### src/rtl/serial_frame_receiver.sv
// Serial frame receiver: oversampled async rx line to parallel words.
// Ports: clk, reset (sync, active-high), rx in; data_out/data_valid/
//   data_ready handshake; parity_err, frame_err, overrun_err, timeout, busy.
module serial_frame_receiver #(
  parameter int DATA_BITS    = 8,
  parameter int CLKS_PER_BIT = 2,
  parameter int PARITY_MODE  = 0,
  parameter int IDLE_TIMEOUT = 20
) (
  input  logic                 clk,
  input  logic                 reset,
  input  logic                 rx,
  output logic [DATA_BITS-1:0] data_out,
  output logic                 data_valid,
  input  logic                 data_ready,
  output logic                 parity_err,
  output logic                 frame_err,
  output logic                 overrun_err,
  output logic                 timeout,
  output logic                 busy
);

  localparam int CNT_W = $clog2(CLKS_PER_BIT);
  localparam int IDX_W = $clog2(DATA_BITS + 1);
  localparam int IW    = $clog2(IDLE_TIMEOUT + 1);

  localparam logic [CNT_W-1:0] MID  = CNT_W'(CLKS_PER_BIT / 2 - 1);
  localparam logic [CNT_W-1:0] LAST = CNT_W'(CLKS_PER_BIT - 1);
  localparam logic [IDX_W-1:0] BLST = IDX_W'(DATA_BITS - 1);
  localparam logic [IW-1:0]    TO   = IW'(IDLE_TIMEOUT);
  localparam logic [IW-1:0]    TO_M = IW'(IDLE_TIMEOUT - 1);
  localparam logic             ODD  = (PARITY_MODE == 2);

  typedef enum logic [2:0] {
    S_IDLE,
    S_START,
    S_DATA,
    S_PARITY,
    S_STOP,
    S_BREAK
  } state_t;

  state_t state, state_n;

  logic rx_m, rx_s, rx_p;
  logic start_edge, samp, stop_samp;

  logic [CNT_W-1:0]     cnt;
  logic [IDX_W-1:0]     bit_idx;
  logic [DATA_BITS-1:0] shreg;
  logic                 par_q;
  logic [IW-1:0]        idle_cnt;

  // rx_p is the previous rx_s, used for falling-edge start detection
  always_ff @(posedge clk) begin
    if (reset) begin
      rx_m <= 1'b1;
      rx_s <= 1'b1;
      rx_p <= 1'b1;
    end else begin
      rx_m <= rx;
      rx_s <= rx_m;
      rx_p <= rx_s;
    end
  end

  assign start_edge = rx_p & ~rx_s;

  // start bit is sampled at its mid-point, later bits one bit-time apart
  always_comb begin
    samp = 1'b0;
    case (state)
      S_START:                  samp = (cnt == MID);
      S_DATA, S_PARITY, S_STOP: samp = (cnt == LAST);
      default:                  samp = 1'b0;
    endcase
  end

  assign stop_samp = (state == S_STOP) && samp;

  always_ff @(posedge clk) begin
    if (reset) state <= S_IDLE;
    else       state <= state_n;
  end

  always_comb begin
    state_n = state;
    case (state)
      S_IDLE:
        if (start_edge) state_n = S_START;
      S_START:
        if (samp) state_n = rx_s ? S_IDLE : S_DATA;
      S_DATA:
        if (samp && bit_idx == BLST)
          state_n = (PARITY_MODE == 0) ? S_STOP : S_PARITY;
      S_PARITY:
        if (samp) state_n = S_STOP;
      S_STOP:
        if (samp) state_n = rx_s ? S_IDLE : S_BREAK;
      S_BREAK:
        if (rx_s) state_n = S_IDLE;
      default:
        state_n = S_IDLE;
    endcase
  end

  always_comb begin
    busy = !(state == S_IDLE || state == S_BREAK);
  end

  // bit-time counter restarts at every sample and state change
  always_ff @(posedge clk) begin
    if (reset)
      cnt <= '0;
    else if (!busy || samp || state_n != state)
      cnt <= '0;
    else
      cnt <= cnt + 1'b1;
  end

  always_ff @(posedge clk) begin
    if (reset) begin
      bit_idx <= '0;
      shreg   <= '0;
      par_q   <= 1'b0;
    end else begin
      if (state == S_START) begin
        bit_idx <= '0;
        par_q   <= 1'b0;
      end
      if (state == S_DATA && samp)
        bit_idx <= bit_idx + 1'b1;
      for (int k = 0; k < DATA_BITS; k++)
        if (state == S_DATA && samp && bit_idx == IDX_W'(k))
          shreg[k] <= rx_s;
      if (state == S_PARITY && samp)
        par_q <= (^shreg) ^ rx_s ^ ODD;
    end
  end

  // a held word is never overwritten; a frame finishing onto it is lost
  always_ff @(posedge clk) begin
    if (reset) begin
      data_out    <= '0;
      data_valid  <= 1'b0;
      parity_err  <= 1'b0;
      frame_err   <= 1'b0;
      overrun_err <= 1'b0;
    end else begin
      overrun_err <= 1'b0;
      if (stop_samp && (!data_valid || data_ready)) begin
        data_out   <= shreg;
        parity_err <= par_q;
        frame_err  <= ~rx_s;
        data_valid <= 1'b1;
      end else if (data_valid && data_ready) begin
        data_valid <= 1'b0;
      end
      if (stop_samp && data_valid && !data_ready)
        overrun_err <= 1'b1;
    end
  end

  always_ff @(posedge clk) begin
    if (reset) begin
      idle_cnt <= '0;
      timeout  <= 1'b1;
    end else begin
      if (state != S_IDLE || !rx_s)
        idle_cnt <= '0;
      else if (idle_cnt != TO)
        idle_cnt <= idle_cnt + 1'b1;
      if (state == S_IDLE && start_edge)
        timeout <= 1'b0;
      else if (state == S_IDLE && rx_s && idle_cnt >= TO_M)
        timeout <= 1'b1;
    end
  end

endmodule

### config.mk
export PLATFORM = sky130hd
export DESIGN_NAME = serial_frame_receiver
export DESIGN_NICKNAME = d
export VERILOG_FILES = /design/src/rtl/serial_frame_receiver.sv
export SDC_FILE = /design/constraint.sdc
export NUM_CORES = 1
export LEC_CHECK = 0
export CORE_MARGIN = 3
export CORE_UTILIZATION = 50
export DETAILED_ROUTE_END_ITERATION = 8
export GPL_TIMING_DRIVEN = 0
export HOLD_SLACK_MARGIN = 0.15
export PLACE_DENSITY_LB_ADDON = 0.3
export SKIP_LAST_GASP = 1
export SLEW_MARGIN = 5
export SYNTH_ARGS = -nofsm -noshare
export SYNTH_HDL_FRONTEND = slang
export SYNTH_SLANG_ARGS = --single-unit
### constraint.sdc
create_clock -name clk -period 2.1 [get_ports clk]
set_clock_uncertainty 0.15 [all_clocks]
set_input_delay 0.42 -clock clk [delete_from_list [all_inputs] [get_ports clk]]
set_output_delay 0.42 -clock clk [all_outputs]
set_load 0.01 [all_outputs]
---- Yosys cells after proc, flatten, opt, wreduce, memory -nomap -nowiden ----
Cells that the tools add are included.
operators by class
  reductions and logical operators ........ 39
  equality and inequality tests ........... 14
  mux-type cells .......................... 19
  $add $sub $neg .......................... 3
  bitwise gates (word level) .............. 4
  magnitude comparators ................... 1
operators with widths
  kind                                                                    number
  3-bit two-way mux                                                       7
  1-bit logical AND                                                       19
  3-bit case mux with 6 select lines                                      1
  4-bit by 3-bit equality test with 1-bit output (second input constant)  4
  4-bit by 2-bit equality test with 1-bit output (second input constant)  2
  4-bit two-way mux                                                       2
  2-bit nonzero test                                                      4
  8-bit XOR reduction                                                     1
  1-bit two-way mux                                                       7
  3-bit by 2-bit equality test with 1-bit output (second input constant)  2
  3-bit equality test (second input constant)                             2
  5-bit by 1-bit adder with 5-bit output (second input constant)          1
  5-bit >= comparator (second input constant)                             1
  1-bit logical OR                                                        5
  5-bit inequality test (second input constant)                           1
  4-bit by 1-bit adder with 4-bit output (second input constant)          1
  4-bit by 1-bit equality test with 1-bit output (second input constant)  1
  1-bit zero test                                                         4
  4-bit zero test                                                         1
  2-bit OR reduction                                                      2
  3-bit by 1-bit equality test with 1-bit output (second input constant)  1
  3-bit zero test                                                         1
  3-bit inequality test                                                   1
  3-bit nonzero test                                                      1
  7 further kinds                                                         8
word-level totals
  input port bits ......................... 4
  output and inout bits ................... 14
  register bits ........................... 38
  word-level logic and storage cells ...... 102

---- Depth between registers and ports, before layout ----
Gate-level depths: netlist (run 1).
  depth in word-level cells ............... 9
  gate-level depth with buffers ........... 6
  depth with buffers taken out ............ 6

---- Worst setup path before layout (run 1) ----
No wires, ideal clock.
  path type ............................... register to register
  start ................................... register idle_cnt[0]
  end ..................................... register timeout
  setup slack ............................. 0.596 ns
  arrival time ............................ 1.232 ns
  library setup time ...................... 0.122 ns
  stages on the path, launching flop included .. 5
  required time ........................... 1.828 ns
  path buffers ............................ 0
  clock period less this slack ............ 1.504 ns
  path through ............................ dfxtp_1 > ha_1 > a2111oi_0 > nor2_1 > a221o_1
on the way
  word-level cells in the longest chain between the ends .. 3
RTL lines
  item                          RTL line  text
  from (decl)                   52        logic [IW-1:0] idle_cnt;
  from (signal assigned)        172       idle_cnt <= idle_cnt + 1'b1;
  5-bit >= comparator           175       else if (state == S_IDLE && rx_s && idle_cnt >= TO_M)
  1-bit logical AND             175
  2-bit nonzero test (no line)  --
  to (signal assigned)          167       timeout <= 1'b1;
  to (signal assigned)          174       timeout <= 1'b0;
  to (signal assigned)          176       timeout <= 1'b1;
  to (decl)                     19        output logic timeout,
No other way between the ends.
A chain may end at the register's enable or synchronous reset.

---- Final worst setup path (run 1) ----
  start ................................... register state[2]
  end ..................................... output busy
on the way
  word-level cells in the longest chain between the ends .. 3
  elaborated cells on any way between the ends .. 4
  those cells by class .................... eq/ne: 1; reduce/logical: 3
RTL lines
  item                                                           RTL line  text
  from (decl)                                                    43        state_t state, state_n;
  from (signal assigned)                                         83        else state <= state_n;
  3-bit equality test / 3-bit zero test (equally long branches)  108       busy = !(state == S_IDLE || state == S_BREAK);
  1-bit logical OR (*)                                           108
  1-bit zero test (*)                                            108
  to (decl)                                                      20        output logic busy
Every way passes the cells marked *; elsewhere a longest branch is shown, timed or not.

==> results of run 1 <==
==> layout by cell type (no fill, tap or decap), types with 2 or more instances in the layout <==
master,n
xor2_1,3
nor3_1,4
clkbuf_1,5
nor2_1,27
buf_4,2
ha_1,6
a21oi_1,11
clkdlybuf4s50_1,15
buf_6,2
nand3b_1,4
mux2i_1,17
or3_1,2
xnor2_1,7
bufinv_16,2
inv_1,7
a311oi_1,2
a22oi_1,2
nand3_1,12
dfxtp_1,37
nor2b_1,2
nand2b_1,3
o21ai_0,2
nand2_1,8
clkbuf_4,6
or2_2,4
==> report_power, final <==
group | internal (uW) | switching [uW] | total (uW)
registers | 729 | 7.75 | 737
logic | 28.0 | 35.2 | 63.2
clock network | 403 | 240 | 643
==> timing repair <==
item	CTS	global route
gates resized for setup	1	3
setup endpoints to repair	1	1
buffers inserted	0	0
==> synth_stat cells (2+ instances only) <==
master,number,area (um2)
dfxtp_1,38,761
nor2_1,27,101
mux2i_1,17,170
nand3_1,12,60.1
a21oi_1,11,55.1
nand2_1,8,30.0
inv_1,7,26.3
xnor2_1,7,61.3
ha_1,6,75.1
clkbuf_1,5,18.8
nand3b_1,4,30.0
nor3_1,4,20.0
or2_2,4,25.0
nand2b_1,3,18.8
xor2_1,3,26.3
a22oi_1,2,15.0
a311oi_1,2,17.5
buf_2,2,10.0
buf_4,2,15.0
buf_6,2,22.5
nor2b_1,2,12.5
o21ai_0,2,10.0
or3_1,2,12.5
==> state kept, by name, summed over array words and instances, names as in the netlist, 3 cells and up <==
register / flops
state: 3
idle_cnt: 5
data_out: 8
bit_idx: 4
shreg: 8
==> area by class of cell <==
cell class              instances  area, um2  share of cell area (%)
clock inverters                 2       60.1                    2.88
repair buffers                 16        160                    7.67
inverters                       7       26.3                    1.26
well taps                      44       55.1                    2.64
clock buffers                   6       51.3                    2.46
multi-input cells             132        898                    43.0
plain buffers                  12       73.8                    3.54
flip-flops and latches         38        762                    36.5
==> kinds of logic (layout without fill, tap and decap cells) <==
group | count (synthesis) | in the layout | share of synthesized area, %
buf+inv | 19 | 43 | 5.56
simple gates | 71 | 71 | 20.3
mux | 17 | 17 | 9.69
fa+ha+maj | 6 | 6 | 4.27
compound gates | 27 | 27 | 10.6
xor+xnor | 11 | 11 | 6.27
flops | 38 | 38 | 43.3
==> layer usage <==
metal | share of wire (%) | up-vias
li1 | - | 693
met2 | 49 | 40
met4 | 2.0 | 0
met1 | 43 | 635
met3 | 6.0 | 10
met5 | 0 | -
==> critical path: stages (launching register included) <==
cell,delay (ns)
dfxtp_2,0.37
clkbuf_4,0.19
and2_1,0.16
o21bai_1,0.12
clkdlybuf4s15_1,0.25
==> worst min-delay path by stage <==
stage	startpoint	end	slack, ns	depth (start not counted)
floorplan	rx_m	rx_s	0.24	1
global placement	rx_m	rx_s	0.25	1
detailed placement	rx_m	rx_s	0.25	1
CTS	rx_m	rx_s	0.30	1
global route	rx_m	rx_s	0.30	1
finish	rx_m	rx_s	0.28	1
==> metrics by stage <==
step | setup slack [ns] | cell area (um2) | hold WS, ns | TNS [ns] | cells
2_1_floorplan | 0.596 | 1760 | 0.239 | 0 | 189
3_3_place_gp | 0.161 | 1970 | 0.252 | 0 | 249
3_5_place_dp | 0.115 | 1970 | 0.253 | 0 | 249
4_1_cts | 0.0118 | 2080 | 0.296 | 0 | 257
5_1_grt | -0.00859 | 2090 | 0.296 | -0.00859 | 257
6_report | 0.0977 | 2090 | 0.285 | 0 | 257
==> impl_metrics.csv, run 1 <==
group,metric,value,unit
yosys,yosysSeqAreaShare,43.3,%
cells_and_area,fillers,286,
placement,place.port_buffers,16,
sta,slew-limit-headroom,66.0,%
critical_path,crit_start,"state[2]",
global_route,grtUsageMet2,29.2,%
critical_path,cp-end-kind,"primary output",
critical_path,reg2regPathDepth,4,
drt,vias,1378,
die,ios,18,
clock_tree,clock_sinks,38,
yosys,ys_ff_latch,38,
clock_tree,htreeDepth,2,
drt,drt_wl_total,3360,um
sta,period_needed,2.00,ns
global_route,antenna_found_initial,0,
critical_path,worst_setup_path_start_kind,"flop",
die,coreArea,0.00320,mm2
global_route,grt_pass1_vias,1372,
die,die_h,65.3,um
drt,wire_per_inst,13.1,um
yosys,yosysWarnings,0,
yosys,syn_area,0.00176,mm2
flow_run,maxCapViolations,0,
clock_tree,numCtsBuffers,5,
yosys,synth_edf_count,0,
drt,drt_iter0_drc,73,
cells_and_area,drive_above_1_share,10.8,%
sta,hold_viol,0,
power,max-vdd-ir-drop,594,uV
cells_and_area,final_nets,222,
power,power.total,1440,uW
min_path,hold_path.class,"reg2reg",
drt,via_per_inst,5.36,
global_route,grt_max_degree,13,
yosys,ys.flop_type,"dfxtp_1",
placement,gp_congestion,0.783,
global_route,busiest_layer,"met2",
yosys,avgSynthCellArea,9.29,um2
sta,min_period_over_period,95.3,%
drt,firstDrtPassIters,5,
critical_path,path_max_fanout,10,
die,die_x,65.3,um
critical_path,crit_type,"reg2out",
critical_path,rrSetupSlack,0.36,ns
clock_tree,clockBufferDepth,2,
clock_tree,clock_tree.root_cell,"clkbuf_4",
power,p_leak,0.000866,uW
sta,finalSetupViolations,0,
critical_path,crit_required,1.53,ns
die,rows,20,
cells_and_area,area_delta_synth_final,18.8,%
cells_and_area,n_antenna_cell,0,
die,start_util,54.8,%
outcome,run_status,"finished, final reports clean",
drt,drc,0,
clock_tree,worstSkewPairLatency,0.34,ns
yosys,synth_cell_types,40,
sta,slew_viol_final,0,
yosys,syn_inst,189,
yosys,async_reset_ff_share,0,%
clock_tree,path_clk_slew,0.11,ns
critical_path,crit_path_end,"busy",
critical_path,r2r-end,"timeout",
global_route,grt_pass1_wl,5730,um
global_route,grt_use_met3,6.84,%
yosys,syn_nets,199,
cells_and_area,post-route-util,65.2,%
clock_tree,cts_tree,"built",
sta,tightest_slew,0.497,ns
drt,ant_nets,0,
sta,fmax,0.499,GHz
critical_path,cp.arrival,1.43,ns
global_route,grt_usage,17.5,%
global_route,use_met1,19.0,%
critical_path,rr_startpoint,"idle_cnt[0]",
die,die_area,0.00426,mm2
clock_tree,postCtsHoldBufs,0,
placement,dp_hpwl,2440,um
global_route,grt-ovfl-total,0,
power,power.density,692,mW/mm2
No activity file was read; power rests on OpenSTA's default activity.
==> run 2: changes to the inputs <==
Clock period 2.1 ns to 1.9 ns, I/O delays scaled along.
==> run 2 against run 1 <==
  * Sequential power up 10%
  * Critical path depth is the same
  * Power increased by 10%
  * Sequential share of layout area is 0.14 points higher
  * Global-route usage is 0.066 points higher
  * Final cell count is the same
  * Final area hardly changed
  * Combinational power rose by 11%
  * Via count grew 0.58%
  * Clock power is 11% higher
  * Non-clock buffer count unchanged
  * Setup slack got worse by 0.0076 ns
  * Largest cell class unchanged
==> impl_metrics.csv, run 2 (synthesis gave the netlist of run 1 again) <==
group,metric,value,unit
die,start_util,54.8,%
sta,slew-limit-headroom,69.5,%
sta,fin_hold_ws,0.283,ns
drt,wire_per_inst,13.1,um
global_route,grt_usage,17.6,%
min_path,hold_path.class,"reg2reg",
clock_tree,path_clk_slew,0.11,ns
clock_tree,clock_sinks,38,
cells_and_area,fillers,290,
die,die_x,65.3,um
global_route,grt_max_degree,13,
global_route,use_met1,19.0,%
cells_and_area,layout.cells.most_common_list,"37 x dfxtp_1, 27 x nor2_1, 17 x mux2i_1",
cells_and_area,top_regs,"data_out (8), shreg (8), idle_cnt (5)",
drt,drt_iter0_drc,57,
sta,setup_slack,0.0901,ns
sta,period_needed,1.81,ns
critical_path,cp.arrival,1.28,ns
die,coreArea,0.00320,mm2
die,rows,20,
power,p_leak,0.000868,uW
sta,tightest_slew,0.457,ns
power,power.total,1590,uW
clock_tree,cts_tree,"built",
cells_and_area,n_antenna_cell,0,
critical_path,crit_required,1.37,ns
cells_and_area,area_delta_synth_final,18.7,%
critical_path,path_max_fanout,10,
outcome,run_status,"finished, final reports clean",
power,max-vdd-ir-drop,656,uV
sta,min_period_over_period,95.3,%
power,power.density,765,mW/mm2
drt,drc,0,
critical_path,crit_type,"reg2out",
global_route,antenna_found_initial,0,
placement,gp_congestion,0.783,
global_route,grt_pass1_wl,5750,um
global_route,grtUsageMet2,29.6,%
global_route,grt_use_met3,7.01,%
placement,dpl_worst_slack,-0.0447,ns
clock_tree,postCtsHoldBufs,0,
clock_tree,clock_tree.root_cell,"clkbuf_4",
drt,drt_wl_total,3370,um
sta,finalSetupViolations,0,
global_route,busiest_layer,"met2",
cells_and_area,drive_above_1_share,11.3,%
clock_tree,htreeDepth,2,
sta,fmax,0.553,GHz
sta,slew_viol_final,0,
drt,firstDrtPassIters,4,
clock_tree,clockBufferDepth,2,
die,die_area,0.00426,mm2
global_route,grt-ovfl-total,0,
cells_and_area,final_common_cell,"dfxtp_1",
die,die_h,65.3,um
clock_tree,numCtsBuffers,5,
sta,hold_viol,0,
sta,rsz0062_at_grt,"true",
placement,dp_hpwl,2440,um
cells_and_area,final_nets,222,
drt,vias,1386,
drt,via_per_inst,5.39,
critical_path,worst_setup_path_start_kind,"flop",
drt,ant_nets,0,
die,ios,18,
clock_tree,worstSkewPairLatency,0.34,ns
placement,place.port_buffers,16,
global_route,grt_pass1_vias,1379,
flow_run,maxCapViolations,0,
critical_path,cp-end-kind,"primary output",
run 2: cell types whose count changed in the layout (fill, tap and decap cells not counted), sizes merged:
cell	previous run	this run
buf	5	7
clkbuf	13	12
clkdlybuf4s15	1	0
run 2: final timing paths:
kind / start / to / slack [ns] / cells after the start
worst min-delay path: rx_m / rx_s / 0.28 / 1
worst max register to register: idle_cnt[0] / timeout / 0.22 / 4
worst min register to register: rx_m / rx_s / 0.28 / 1
worst max-delay path: state[0] / busy / 0.09 / 4
run 2: worst max-delay path, cell delays in order, from the launching register on:
cell	delay (ns)
dfxtp_1	0.35
buf_4	0.17
and2_1	0.14
o21bai_1	0.13
buf_2	0.14
run 2: layout make-up:
type                    count  area, um2  share of cell area [%]
multi-input cells         132        900                    43.1
flip-flops and latches     38        764                    36.7
repair buffers             17        163                    7.80
plain buffers              11       66.3                    3.18
clock inverters             2       60.1                    2.88
well taps                  44       55.1                    2.64
clock buffers               6       51.3                    2.46
inverters                   7       26.3                    1.26
run 2: per-layer routing:
layer,up-vias,routed length [um]
met4,0,59
met3,8,203
li1,696,-
met1,638,1430
met2,44,1680
met5,-,0
run 2: per-stage QoR:
step / util [%] / instance area [um2] / cells / TNS (ns)
final: 65.1 / 2090 / 257 / 0
after global routing: 65.1 / 2090 / 257 / -0.00949
after CTS: 65.1 / 2080 / 257 / 0
after detailed placement: 61.6 / 1970 / 249 / -0.0823
after global placement: 61.6 / 1970 / 249 / 0
after floorplan: - / 1760 / 189 / 0
run 2: power breakdown:
part	internal (uW)	switching, uW	leakage (uW)
logic	31.1	39.1	0.000501
registers	805	8.73	0.000308
clock network	446	265	0.0000585
run 2: repair_timing:
item                       CTS  global route
setup buffers                0             1
gates cloned                 0             0
gates resized for setup      7             1
pin swaps                    0             1
setup endpoints to repair    1             2
==> run 3: changes to the inputs <==
Clock period 1.9 ns to 2.1 ns, I/O delays scaled along.
==> results of run 3 <==
The final DEF is identical to that of run 1; final timing and power are the same.
